==> src/rtl/fp_mul_seq.sv <==
// fp_mul_seq: iterative shift-add floating-point multiplier.
// Define FP_MUL_SPECIAL_EN to decode all-ones exponents as Inf/NaN.
// If it is left undefined, all-ones exponents are treated as ordinary normals.
module fp_mul_seq #(
    parameter int EXP_W  = 8,
    parameter int FRAC_W = 23,
    parameter int BIAS   = 127
) (
    input  logic                  clk,
    input  logic                  rst,
    input  logic                  start,
    input  logic [EXP_W+FRAC_W:0] op_a,
    input  logic [EXP_W+FRAC_W:0] op_b,
    output logic                  busy,
    output logic                  done,
    output logic [EXP_W+FRAC_W:0] result,
    output logic                  overflow,
    output logic                  underflow
);
    localparam int W  = EXP_W + FRAC_W + 1;
    localparam int M  = FRAC_W + 1;
    localparam int EP = EXP_W + 2;
    localparam int CW = $clog2(M + 1);
    localparam logic [EP-1:0] E_MAX  = EP'((1 << EXP_W) - 1);
    localparam logic [EP-1:0] E_BIAS = EP'(BIAS);

    typedef enum logic [1:0] {IDLE, MULT, NORM, DONE} state_t;

    state_t         state_q;
    logic [CW-1:0]  cnt_q;
    logic [W-1:0]   a_q, b_q, result_q, result_d;
    logic [2*M-1:0] prod_q, prod_d;
    logic [M:0]     sum;
    logic           busy_q, done_q, ovf_q, unf_q, ovf_d, unf_d;
    logic [EXP_W-1:0]  ea, eb;
    logic [EP-1:0]     e_raw, e_n;
    logic [FRAC_W-1:0] frac;
    logic              sgn, zero, nan_c, inf_c;

    assign ea    = a_q[W-2:FRAC_W];
    assign eb    = b_q[W-2:FRAC_W];
    assign sgn   = a_q[W-1] ^ b_q[W-1];
    assign zero  = (ea == '0) || (eb == '0);
    assign e_raw = {2'b00, ea} + {2'b00, eb} - E_BIAS;
    assign e_n   = e_raw + {{(EP-1){1'b0}}, prod_q[2*M-1]};
    assign frac  = prod_q[2*M-1] ? prod_q[2*M-2 -: FRAC_W] : prod_q[2*M-3 -: FRAC_W];

`ifdef FP_MUL_SPECIAL_EN
    logic a_inf, b_inf, a_nan, b_nan;
    assign a_inf = (&ea) && (a_q[FRAC_W-1:0] == '0);
    assign b_inf = (&eb) && (b_q[FRAC_W-1:0] == '0);
    assign a_nan = (&ea) && (a_q[FRAC_W-1:0] != '0);
    assign b_nan = (&eb) && (b_q[FRAC_W-1:0] != '0);
    assign nan_c = a_nan || b_nan || (a_inf && eb == '0) || (b_inf && ea == '0);
    assign inf_c = a_inf || b_inf;
`else
    assign nan_c = 1'b0;
    assign inf_c = 1'b0;
`endif

    // One shift-add step: add multiplicand into the upper half when the multiplier LSB is set, then shift right.
    always_comb begin
        sum    = {1'b0, prod_q[2*M-1:M]} + (prod_q[0] ? {1'b0, 1'b1, a_q[FRAC_W-1:0]} : '0);
        prod_d = {sum, prod_q[M-1:1]};
    end

    // Normalise, classify and pack the finished product; specials take priority over zero and range checks.
    always_comb begin
        ovf_d    = !nan_c && !inf_c && !zero && !e_n[EP-1] && (e_n >= E_MAX);
        unf_d    = !nan_c && !inf_c && !zero && (e_n[EP-1] || e_n == '0);
        result_d = nan_c           ? {1'b0, {EXP_W{1'b1}}, 1'b1, {(FRAC_W-1){1'b0}}} :
                   (inf_c || ovf_d) ? {sgn, {EXP_W{1'b1}}, {FRAC_W{1'b0}}} :
                   (zero || unf_d)  ? {sgn, {(W-1){1'b0}}} :
                                      {sgn, e_n[EXP_W-1:0], frac};
    end

    // Control FSM with registered handshake outputs and result hold registers.
    always_ff @(posedge clk) begin
        if (rst) begin
            state_q  <= IDLE;
            cnt_q    <= '0;
            a_q      <= '0;
            b_q      <= '0;
            prod_q   <= '0;
            busy_q   <= 1'b0;
            done_q   <= 1'b0;
            result_q <= '0;
            ovf_q    <= 1'b0;
            unf_q    <= 1'b0;
        end else begin
            case (state_q)
                IDLE: begin
                    done_q <= 1'b0;
                    if (start) begin
                        a_q     <= op_a;
                        b_q     <= op_b;
                        prod_q  <= {{M{1'b0}}, 1'b1, op_b[FRAC_W-1:0]};
                        cnt_q   <= '0;
                        busy_q  <= 1'b1;
                        state_q <= MULT;
                    end
                end
                MULT: begin
                    prod_q <= prod_d;
                    cnt_q  <= cnt_q + 1'b1;
                    if (cnt_q == CW'(FRAC_W)) state_q <= NORM;
                end
                NORM: begin
                    result_q <= result_d;
                    ovf_q    <= ovf_d;
                    unf_q    <= unf_d;
                    state_q  <= DONE;
                end
                default: begin
                    busy_q  <= 1'b0;
                    done_q  <= 1'b1;
                    state_q <= IDLE;
                end
            endcase
        end
    end

    assign busy      = busy_q;
    assign done      = done_q;
    assign result    = result_q;
    assign overflow  = ovf_q;
    assign underflow = unf_q;
endmodule

==> config.mk <==
export PLATFORM = sky130hd
export DESIGN_NAME = fp_mul_seq
export DESIGN_NICKNAME = d
export VERILOG_FILES = /design/src/rtl/fp_mul_seq.sv
export SDC_FILE = /design/constraint.sdc
export NUM_CORES = 1
export LEC_CHECK = 0
export BUFFER_PORTS_ARGS = -buffer_cell sky130_fd_sc_hd__clkbuf_2
export CAP_MARGIN = 20
export CORE_MARGIN = 3
export CORE_UTILIZATION = 52
export CTS_CLUSTER_DIAMETER = 40
export DETAILED_ROUTE_END_ITERATION = 8
export PLACE_DENSITY = 0.83
export SLEW_MARGIN = 15
export SYNTH_ARGS = -nofsm -noshare
export SYNTH_HDL_FRONTEND = slang
export SYNTH_SLANG_ARGS = --single-unit
==> constraint.sdc <==
create_clock -name clk -period 3.38 [get_ports clk]
set_clock_uncertainty 0.05 [all_clocks]
set_input_delay 0.169 -clock clk [delete_from_list [all_inputs] [get_ports clk]]
set_output_delay 0.169 -clock clk [all_outputs]
set_load 0.02 [all_outputs]
* After elaboration in Yosys (flattened, before gate mapping)
Index checks and enable logic that the tools add are counted.
** Storage, ports and cells
- Flip-flop bits (word level) :: 155
- Latch bits :: 0
- RAM bits :: 0
- ROM bits :: 0
- Input bits :: 67
- Output and inout bits :: 36
- Word-level logic and storage cells :: 55
- Memories :: 0
** Operators by class
- Add/sub/neg operators :: 5
- $mul :: 0
- Div/mod/pow operators :: 0
- $lt $le $gt $ge :: 1
- Equal/unequal tests :: 5
- Shift operators :: 0
- Muxes and demuxes :: 14
- Bitwise operators :: 2
- Reductions and logical operators :: 18
** Operators by type and width (count)
- $pmux W48 S2 :: 1
- $mux W31 :: 2
- $mux W48 :: 1
- $add A24 B24 Y25 :: 1
- $mux W24 :: 1
- $mux W23 :: 1
- $logic_not A8 Y1 :: 2
- $add A10 B1 Y10 :: 1
- $ge A10 B8 Y1 const B :: 1
- $logic_not A10 Y1 :: 1
- $pmux W5 S2 :: 1
- $sub A9 B7 Y10 const B :: 1
- $add A8 B8 Y9 :: 1
- $reduce_and A2 Y1 :: 4
- $pmux W2 S3 :: 1
- $add A5 B1 Y5 const B :: 1
- $eq A5 B5 Y1 const B :: 1
- $mux W5 :: 1
- $mux W2 :: 2
- $ne A2 B2 Y1 const B :: 2
- $pmux W1 S2 :: 2
- $logic_and A1 B1 Y1 :: 3
- $logic_or A1 B1 Y1 :: 3
- $eq A2 B1 Y1 const B :: 1
- 8 further kinds :: 9

* Logic depth before layout (Yosys ltp)
Gate-level depths: netlist of the first run.
- Word-level depth :: 9
- Mapped depth :: 16
- Mapped depth without buffers :: 13

* Worst setup path before layout of the first run
No wires, ideal clock.
- Path kind :: flip-flop to flip-flop
- Start :: reg prod_q[47]
- End :: reg result_q[10] (netlist: result[10])
- Setup time :: 0.115 ns
- Arrival time :: 3.455 ns
- Data required time :: 3.215 ns
- Path slack :: -0.240 ns
- Cell stages (with the launch flop) :: 17
- Path buffers :: 3
- Clock period less this slack :: 3.620 ns
- Cell sequence :: dfxtp_1 -> clkbuf_1 -> clkbuf_1 -> inv_1 -> ha_1 -> inv_1 -> ha_1 -> inv_1 -> fa_1 -> nor2b_1 -> o2111a_1 -> nor3_1 -> xor2_1 -> o41a_4 -> nand3_4 -> buf_12 -> o21ai_2
** Between the ends
- Cells in the longest elaborated chain, start to end :: 7
- Elaborated cells on any way between the ends :: 12
- Those cells by class :: add/sub (1); order compare (1); mux (3); reduce/logical (7)
** RTL lines
- from (decl) :: RTL line 32 : logic [2*M-1:0] prod_q, prod_d;
- from (signal assigned) :: RTL line 97 : prod_q <= {{M{1'b0}}, 1'b1, op_b[FRAC_W-1:0]};
- from (signal assigned) :: RTL line 104 : prod_q <= prod_d;
- parallel branches: the longest is 6 deep, another holds $add A10 B1 Y10
- $mux W31 (*) :: RTL line 72 : (inf_c || ovf_d) ? {sgn, {EXP_W{1'b1}}, {FRAC_W{1'b0}}} :
- to (signal assigned) :: RTL line 109 : result_q <= result_d;
- to (decl) :: RTL line 31 : logic [W-1:0] a_q, b_q, result_q, result_d;
Mark *: on every way between the ends.
A chain may end at the register's enable or synchronous reset.

* Worst setup path after layout of the first run
- Start :: reg a_q[23]
- End :: reg result_q[6] (netlist: result[6])
** Between the ends
- Cells in the longest elaborated chain, start to end :: 9
- Elaborated cells on any way between the ends :: 16
- Those cells by class :: add/sub (3); order compare (1); mux (2); reduce/logical (10)
** RTL lines
- from (decl) :: RTL line 31
- from (signal assigned) :: RTL line 95 : a_q <= op_a;
- parallel branches: the longest is 8 deep, another holds $sub A9 B7 Y10
- $mux W31 (*) :: RTL line 72
Marked as above.

==> results.cfg, run 1 <==
[synth]
ys_warn_count = 0
syn_inst = 825
syn_area_um2 = 6999
yosys-top-cells-area = dfxtp_1 38%, ha_1 8.0%, nand2_1 8.0%
seq_area_frac_synth = 0.3775
ys_ff_latch = 132
synth_edf_count = 0
synth_fp_nets = 939
synth_cell_types = 63
avgSynthCellArea_um2 = 8.484
ys.flop_type = dfxtp_1
yosys.area.top_type = dfxtp_1
async_reset_ff_frac = 0
synth_top_area_frac = 0.3775

[pwr]
leakage_nw = 3.644
powerDensity_nw_per_um2 = 640.3
total_power_w = 0.005560
ir_drop_mv = 0.5317

[critical_path]
cp_max_fo = 23
reg2reg_to = result[6]$_SDFFE_PP0P_
cp_slowest_cell = o41a_4
reg2reg_slack_ns = 0.19
crit_top_cell = inv_1
cp_slowest_stage_delay_ns = 0.53
arrival_ns = 3.43
crit_type = reg -> reg
cp-end-kind = flop
reg2reg_depth = 13
r2r-start = a_q[23]$_SDFFE_PP0P_
startpoint_type = flop
path_cells = inv_1 -> ha_1 -> inv_1 -> ha_1 -> inv_1 -> fa_1 -> nor2b_1 -> o2111a_1 -> nor3_1 -> xor2_1 -> o41a_4 -> nand3_4 -> o21ai_1
worst_ep_required_time_ns = 3.62

[job]
cap_violations = 0

[place]
port_buffers = 102
dp_slack_ns = 0.2365
place.gp.congestion = 0.9072
dp_hpwl_um = 11630

[route]
wl_per_cell_um = 15.45
drtPass1Iterations = 5
via_per_inst = 5.524
ant_nets = 0
first_iter_violations = 477
drt_wl_total_um = 17570
vias = 6281
drcViolationCount = 0

[die]
core_um2 = 12880
die_w_um = 122.0
die_area_um2 = 14890
ios = 103
start_util = 0.5436
dieHeight_um = 122.0
rows = 41

[min_path]
hold_path.class = in -> reg
min_path_cells = 3
hold_start = op_b[5]
whs_endpoint = prod_q[5]$_SDFFE_PP0P_

[sta]
hold_violations = 0
layout_setup_ws_ns = 0.1930
grt_setup_unrepaired = no
fmax_mhz = 313.8
setup_viol = 0
slew_headroom = 0.5397
fin_crit_sh = 0.9429
fin_setup_tns_ns = 0
min_period_ns = 3.187
finalMaxSlewViolations = 0
worst_pin_slew_ns = 0.6897

[cts]
root_buffer = clkbuf_16
clock_path_buffers = 2
postCtsSetupRepairBufs = 0
cts_resized = 0
h-tree-depth = 4
cts.clk_slew.worst_paths_ns = 0.06
cts_tree = done
clkLatencyLatePin_ns = 0.42
numCtsBuffers = 17
cts_sinks = 132
hold_buffers = 41

[final_layout]
final_nets = 1065
syn_to_final_growth_pct = 24.06
fill_cells = 1031
drive_above_1_share = 0.1826

[grt]
track_usage = 0.2449
grt_overflow = 0
first_global_vias = 6088
antenna_found_initial = 1
grt_pass1_wl_um = 29260
grt_max_degree = 63

[run_status]
outcome = completed
==> worst max-delay path by stage <==
stage          slack, ns                      end                    start
2_1_floorplan       0.11  result[10]$_SDFFE_PP0P_  prod_q[47]$_SDFFE_PP0P_
3_3_place_gp        0.30   result[6]$_SDFFE_PP0P_     a_q[23]$_SDFFE_PP0P_
3_5_place_dp        0.24   result[6]$_SDFFE_PP0P_     a_q[23]$_SDFFE_PP0P_
4_1_cts             0.17   result[6]$_SDFFE_PP0P_     a_q[23]$_SDFFE_PP0P_
5_1_grt             0.05   result[6]$_SDFFE_PP0P_     a_q[23]$_SDFFE_PP0P_
6_report            0.19   result[6]$_SDFFE_PP0P_     a_q[23]$_SDFFE_PP0P_
==> per-stage QoR <==
step | util | instance area (µm²) | hold WS, ns | std cells
after floorplan | - | 7004 | 0.2550 | 825
after global placement | 0.5900 | 7597 | 0.3438 | 1062
after detailed placement | 0.5912 | 7612 | 0.3490 | 1063
after CTS | 0.6742 | 8681 | 0.006503 | 1136
after global routing | 0.6744 | 8683 | 0.03358 | 1137
final | 0.6744 | 8683 | 0.01494 | 1137
==> power breakdown <==
part | leakage (nW) | internal, W | switching, W
registers | 1.08 | 0.00181 | 0.000163
clock network | 0.303 | 0.00134 | 0.000691
logic | 2.26 | 0.000588 | 0.000965
total | 3.64 | 0.00374 | 0.00182
==> synthesized netlist by cell type, drive strengths merged, types with 2 or more instances <==
master / instances
a22oi: 7
nor3b: 2
o21ba: 2
and2: 26
o21ai: 52
o22ai: 4
a311oi: 2
clkbuf: 40
xor2: 16
o31ai: 5
a211oi: 27
fa: 2
a22o: 6
o21bai: 2
nor2b: 6
nor3: 9
o21a: 10
nand4: 8
a21oi: 65
inv: 20
nor4: 7
nand3: 10
nand4b: 2
mux2i: 47
a31oi: 4
a211o: 2
nand2: 150
buf: 5
a21o: 6
nor2: 64
ha: 45
xnor2: 16
dfxtp: 132
nand2b: 6
==> registers in the layout (all words and copies together) (netlist names), 2 cells and up <==
signal   cells
a_q         32
b_q          9
cnt_q        5
prod_q      48
result      32
state_q      2
==> metal layers <==
metal | routed length [µm] | GRT usage | vias to the layer above
li1 | - | - | 3146
met1 | 7721 | 0.3126 | 2858
met2 | 8093 | 0.3954 | 234
met3 | 1211 | 0.05803 | 43
met4 | 542 | 0.1078 | 0
met5 | 0 | 0 | -
==> critical path, delay by kind of cell, from the launching register on <==
kind	cells	cell delay [ns]
compound gates	3	0.91
xor+xnor	1	0.19
fa+ha+maj	3	0.83
buf+inv	3	0.17
flops	1	0.35
simple gates	3	0.56
==> layout make-up <==
cell class | count | area (µm²) | share of cell area
diodes | 1 | 2.502 | 0.0002882
clock buffers | 19 | 452.9 | 0.05216
clock inverters | 13 | 205.2 | 0.02363
inverters | 20 | 75.07 | 0.008646
multi-input cells | 628 | 4094 | 0.4715
flip-flops and latches | 132 | 2643 | 0.3043
well taps | 172 | 215.2 | 0.02478
repair buffers | 152 | 996.0 | 0.1147
==> cells in the final DEF, fill, tap and decap left out, types with 3 or more instances in the layout <==
cell           instances
xor2_1                15
nor4_1                 7
nand4_1                8
dfxtp_1              132
o21ai_0               26
clkbuf_16             17
nand3_1                9
inv_1                 20
xnor2_1               16
a22o_1                 6
a31oi_1                4
and2_1                26
nor2_1                62
nand2b_1               6
o21ai_1                6
o21a_1                10
a21o_1                 6
clkbuf_2             102
buf_4                  8
mux2i_1               47
nand2_1              149
o31ai_1                3
nor3_1                 9
a21oi_1               65
nor2b_1                6
a211oi_1              26
bufinv_16              5
a22oi_1                7
clkinvlp_4             6
o22ai_1                3
o21ai_2               19
dlygate4sd3_1         41
ha_1                  45
==> cells by family (layout without fill, tap and decap cells) <==
kind of cell / count (synthesis) / in the layout / synth area share
buf+inv: 65 / 204 / 0.03951
simple gates: 296 / 296 / 0.1890
other cells: 0 / 1 / 0
compound gates: 206 / 206 / 0.1995
xor+xnor: 32 / 32 / 0.04112
flops: 132 / 132 / 0.3775
fa+ha+maj: 47 / 47 / 0.08616
mux: 47 / 47 / 0.06721
(Power assumes the default switching activity.)
==> inputs of run 2 (changes only) <==
HOLD_SLACK_MARGIN = 0.1   (was default)
==> run 2 against run 1 <==
Critical path depth unchanged. Highest routed layer unchanged. Critical endpoint unchanged. Largest power group unchanged. Count of clock-buffer cells in the layout unchanged. Sequential cell count stayed put. Power up 0.74%. Sequential power about the same. Combinational power rose by 3%. Worst setup slack better by 0.0010 ns. Sequential share of layout area fell by 0.82 points. Clock power barely moved. Wire length grew 4.7%.
==> results.cfg, run 2 (synthesis gave the netlist of run 1 again) <==
[grt]
grt_max_degree = 63
grt_pass1_wl_um = 30440
first_global_vias = 6280
antenna_found_initial = 1
grt_overflow = 0
track_usage = 0.2558

[sta]
fin_setup_tns_ns = 0
worst_pin_slew_ns = 0.6900
layout_setup_ws_ns = 0.1940
fin_crit_sh = 0.9426
slew_headroom = 0.5395
setup_viol = 0
grt_setup_unrepaired = no
finalMaxSlewViolations = 0
min_period_ns = 3.186
hold_violations = 0
fmax_mhz = 313.9

[route]
drt_wl_total_um = 18400
ant_nets = 0
first_iter_violations = 527
drtPass1Iterations = 6
via_per_inst = 5.506
vias = 6393
wl_per_cell_um = 15.85
drcViolationCount = 0

[die]
ios = 103
start_util = 0.5436
die_area_um2 = 14890
core_um2 = 12880
die_w_um = 122.0
dieHeight_um = 122.0
rows = 41

[min_path]
hold_path.class = in -> reg

[pwr]
leakage_nw = 3.744
ir_drop_mv = 0.5145
total_power_w = 0.005601
powerDensity_nw_per_um2 = 627.6

[final_layout]
syn_to_final_growth_pct = 27.49
top_register = prod_q
final_nets = 1089
final_area_um2 = 8924
largest_reg_flops = 48
fill_cells = 982
mostFrequentLayoutCells = 149 x nand2_1, 132 x dfxtp_1, 102 x clkbuf_2
final_common_cell = nand2_1
drive_above_1_share = 0.1781

[critical_path]
crit_type = reg -> reg
cp_max_fo = 23
startpoint_type = flop
arrival_ns = 3.43
worst_ep_required_time_ns = 3.62
cp-end-kind = flop

[place]
dpl_cell_area_um2 = 7612
dp_hpwl_um = 11630
port_buffers = 102
place.gp.congestion = 0.9072
dp_slack_ns = 0.2365

[cts]
cts_resized = 0
cts_tree = done
h-tree-depth = 4
clkLatencyLatePin_ns = 0.42
clock_path_buffers = 2
cts_sinks = 132
cts.clk_slew.worst_paths_ns = 0.06
root_buffer = clkbuf_16
numCtsBuffers = 17

[job]
cap_violations = 0

[run_status]
outcome = completed
run 2: changes by cell type in the layout (fill, tap and decap cells not counted), sizes merged:
cell,change
dlygate4sd3,+24
run 2: final timing paths:
check / startpoint / end / slack [ns] / cells after the start
worst max-delay path: a_q[23]$_SDFFE_PP0P_ / result[6]$_SDFFE_PP0P_ / 0.19 / 13
worst min-delay path: rst / prod_q[24]$_SDFFE_PP0P_ / 0.24 / 2
worst max register to register: a_q[23]$_SDFFE_PP0P_ / result[6]$_SDFFE_PP0P_ / 0.19 / 13
worst min register to register: result[27]$_SDFFE_PP0P_ / result[27]$_SDFFE_PP0P_ / 0.39 / 2
run 2: where the power goes:
part	internal, W	total (W)	switching (W)	leakage (nW)
registers	0.00181	0.00198	0.000170	1.08
clock network	0.00134	0.00203	0.000687	0.303
logic	0.000606	0.00159	0.000985	2.36
run 2: final cells by class:
cell class,instances,area (µm²),share of cell area
multi-input combinational,628,4094,0.4588
sequential,132,2643,0.2961
timing repair buffer,176,1236,0.1385
clock buffer,19,452.9,0.05076
tap,172,215.2,0.02412
clock inverter,13,205.2,0.02299
inverter,20,75.07,0.008413
antenna,1,2.502,0.0002804
run 2: routing by layer:
| layer | up-vias | GRT usage | wire length, µm |
|---|---|---|---|
| li1 | 3197 | - | - |
| met1 | 2902 | 0.3178 | 7890 |
| met2 | 242 | 0.4240 | 8639 |
| met3 | 52 | 0.05757 | 1255 |
| met4 | 0 | 0.1155 | 617 |
| met5 | - | 0 | 0 |
run 2: what timing repair did:
action                    4_1_cts  5_1_grt
buffers inserted                0        0
hold buffers                   65        0
hold endpoints to repair       65        0
run 2: worst max-delay path, cell delays in order, from the launching register on:
cell and delay, ns:
dfxtp_1 0.35, inv_1 0.05, ha_1 0.28, inv_1 0.06, ha_1 0.16, inv_1 0.06
fa_1 0.39, nor2b_1 0.19, o2111a_1 0.26, nor3_1 0.08, xor2_1 0.19, o41a_4 0.53
nand3_4 0.29, o21ai_1 0.12
run 2: metrics by stage:
step / hold WS, ns / utilization / instances
after floorplan: 0.2550 / - / 825
after global placement: 0.3438 / 0.5900 / 1062
after detailed placement: 0.3490 / 0.5912 / 1063
after CTS: 0.2259 / 0.6928 / 1160
after global routing: 0.2708 / 0.6930 / 1161
final: 0.2383 / 0.6930 / 1161
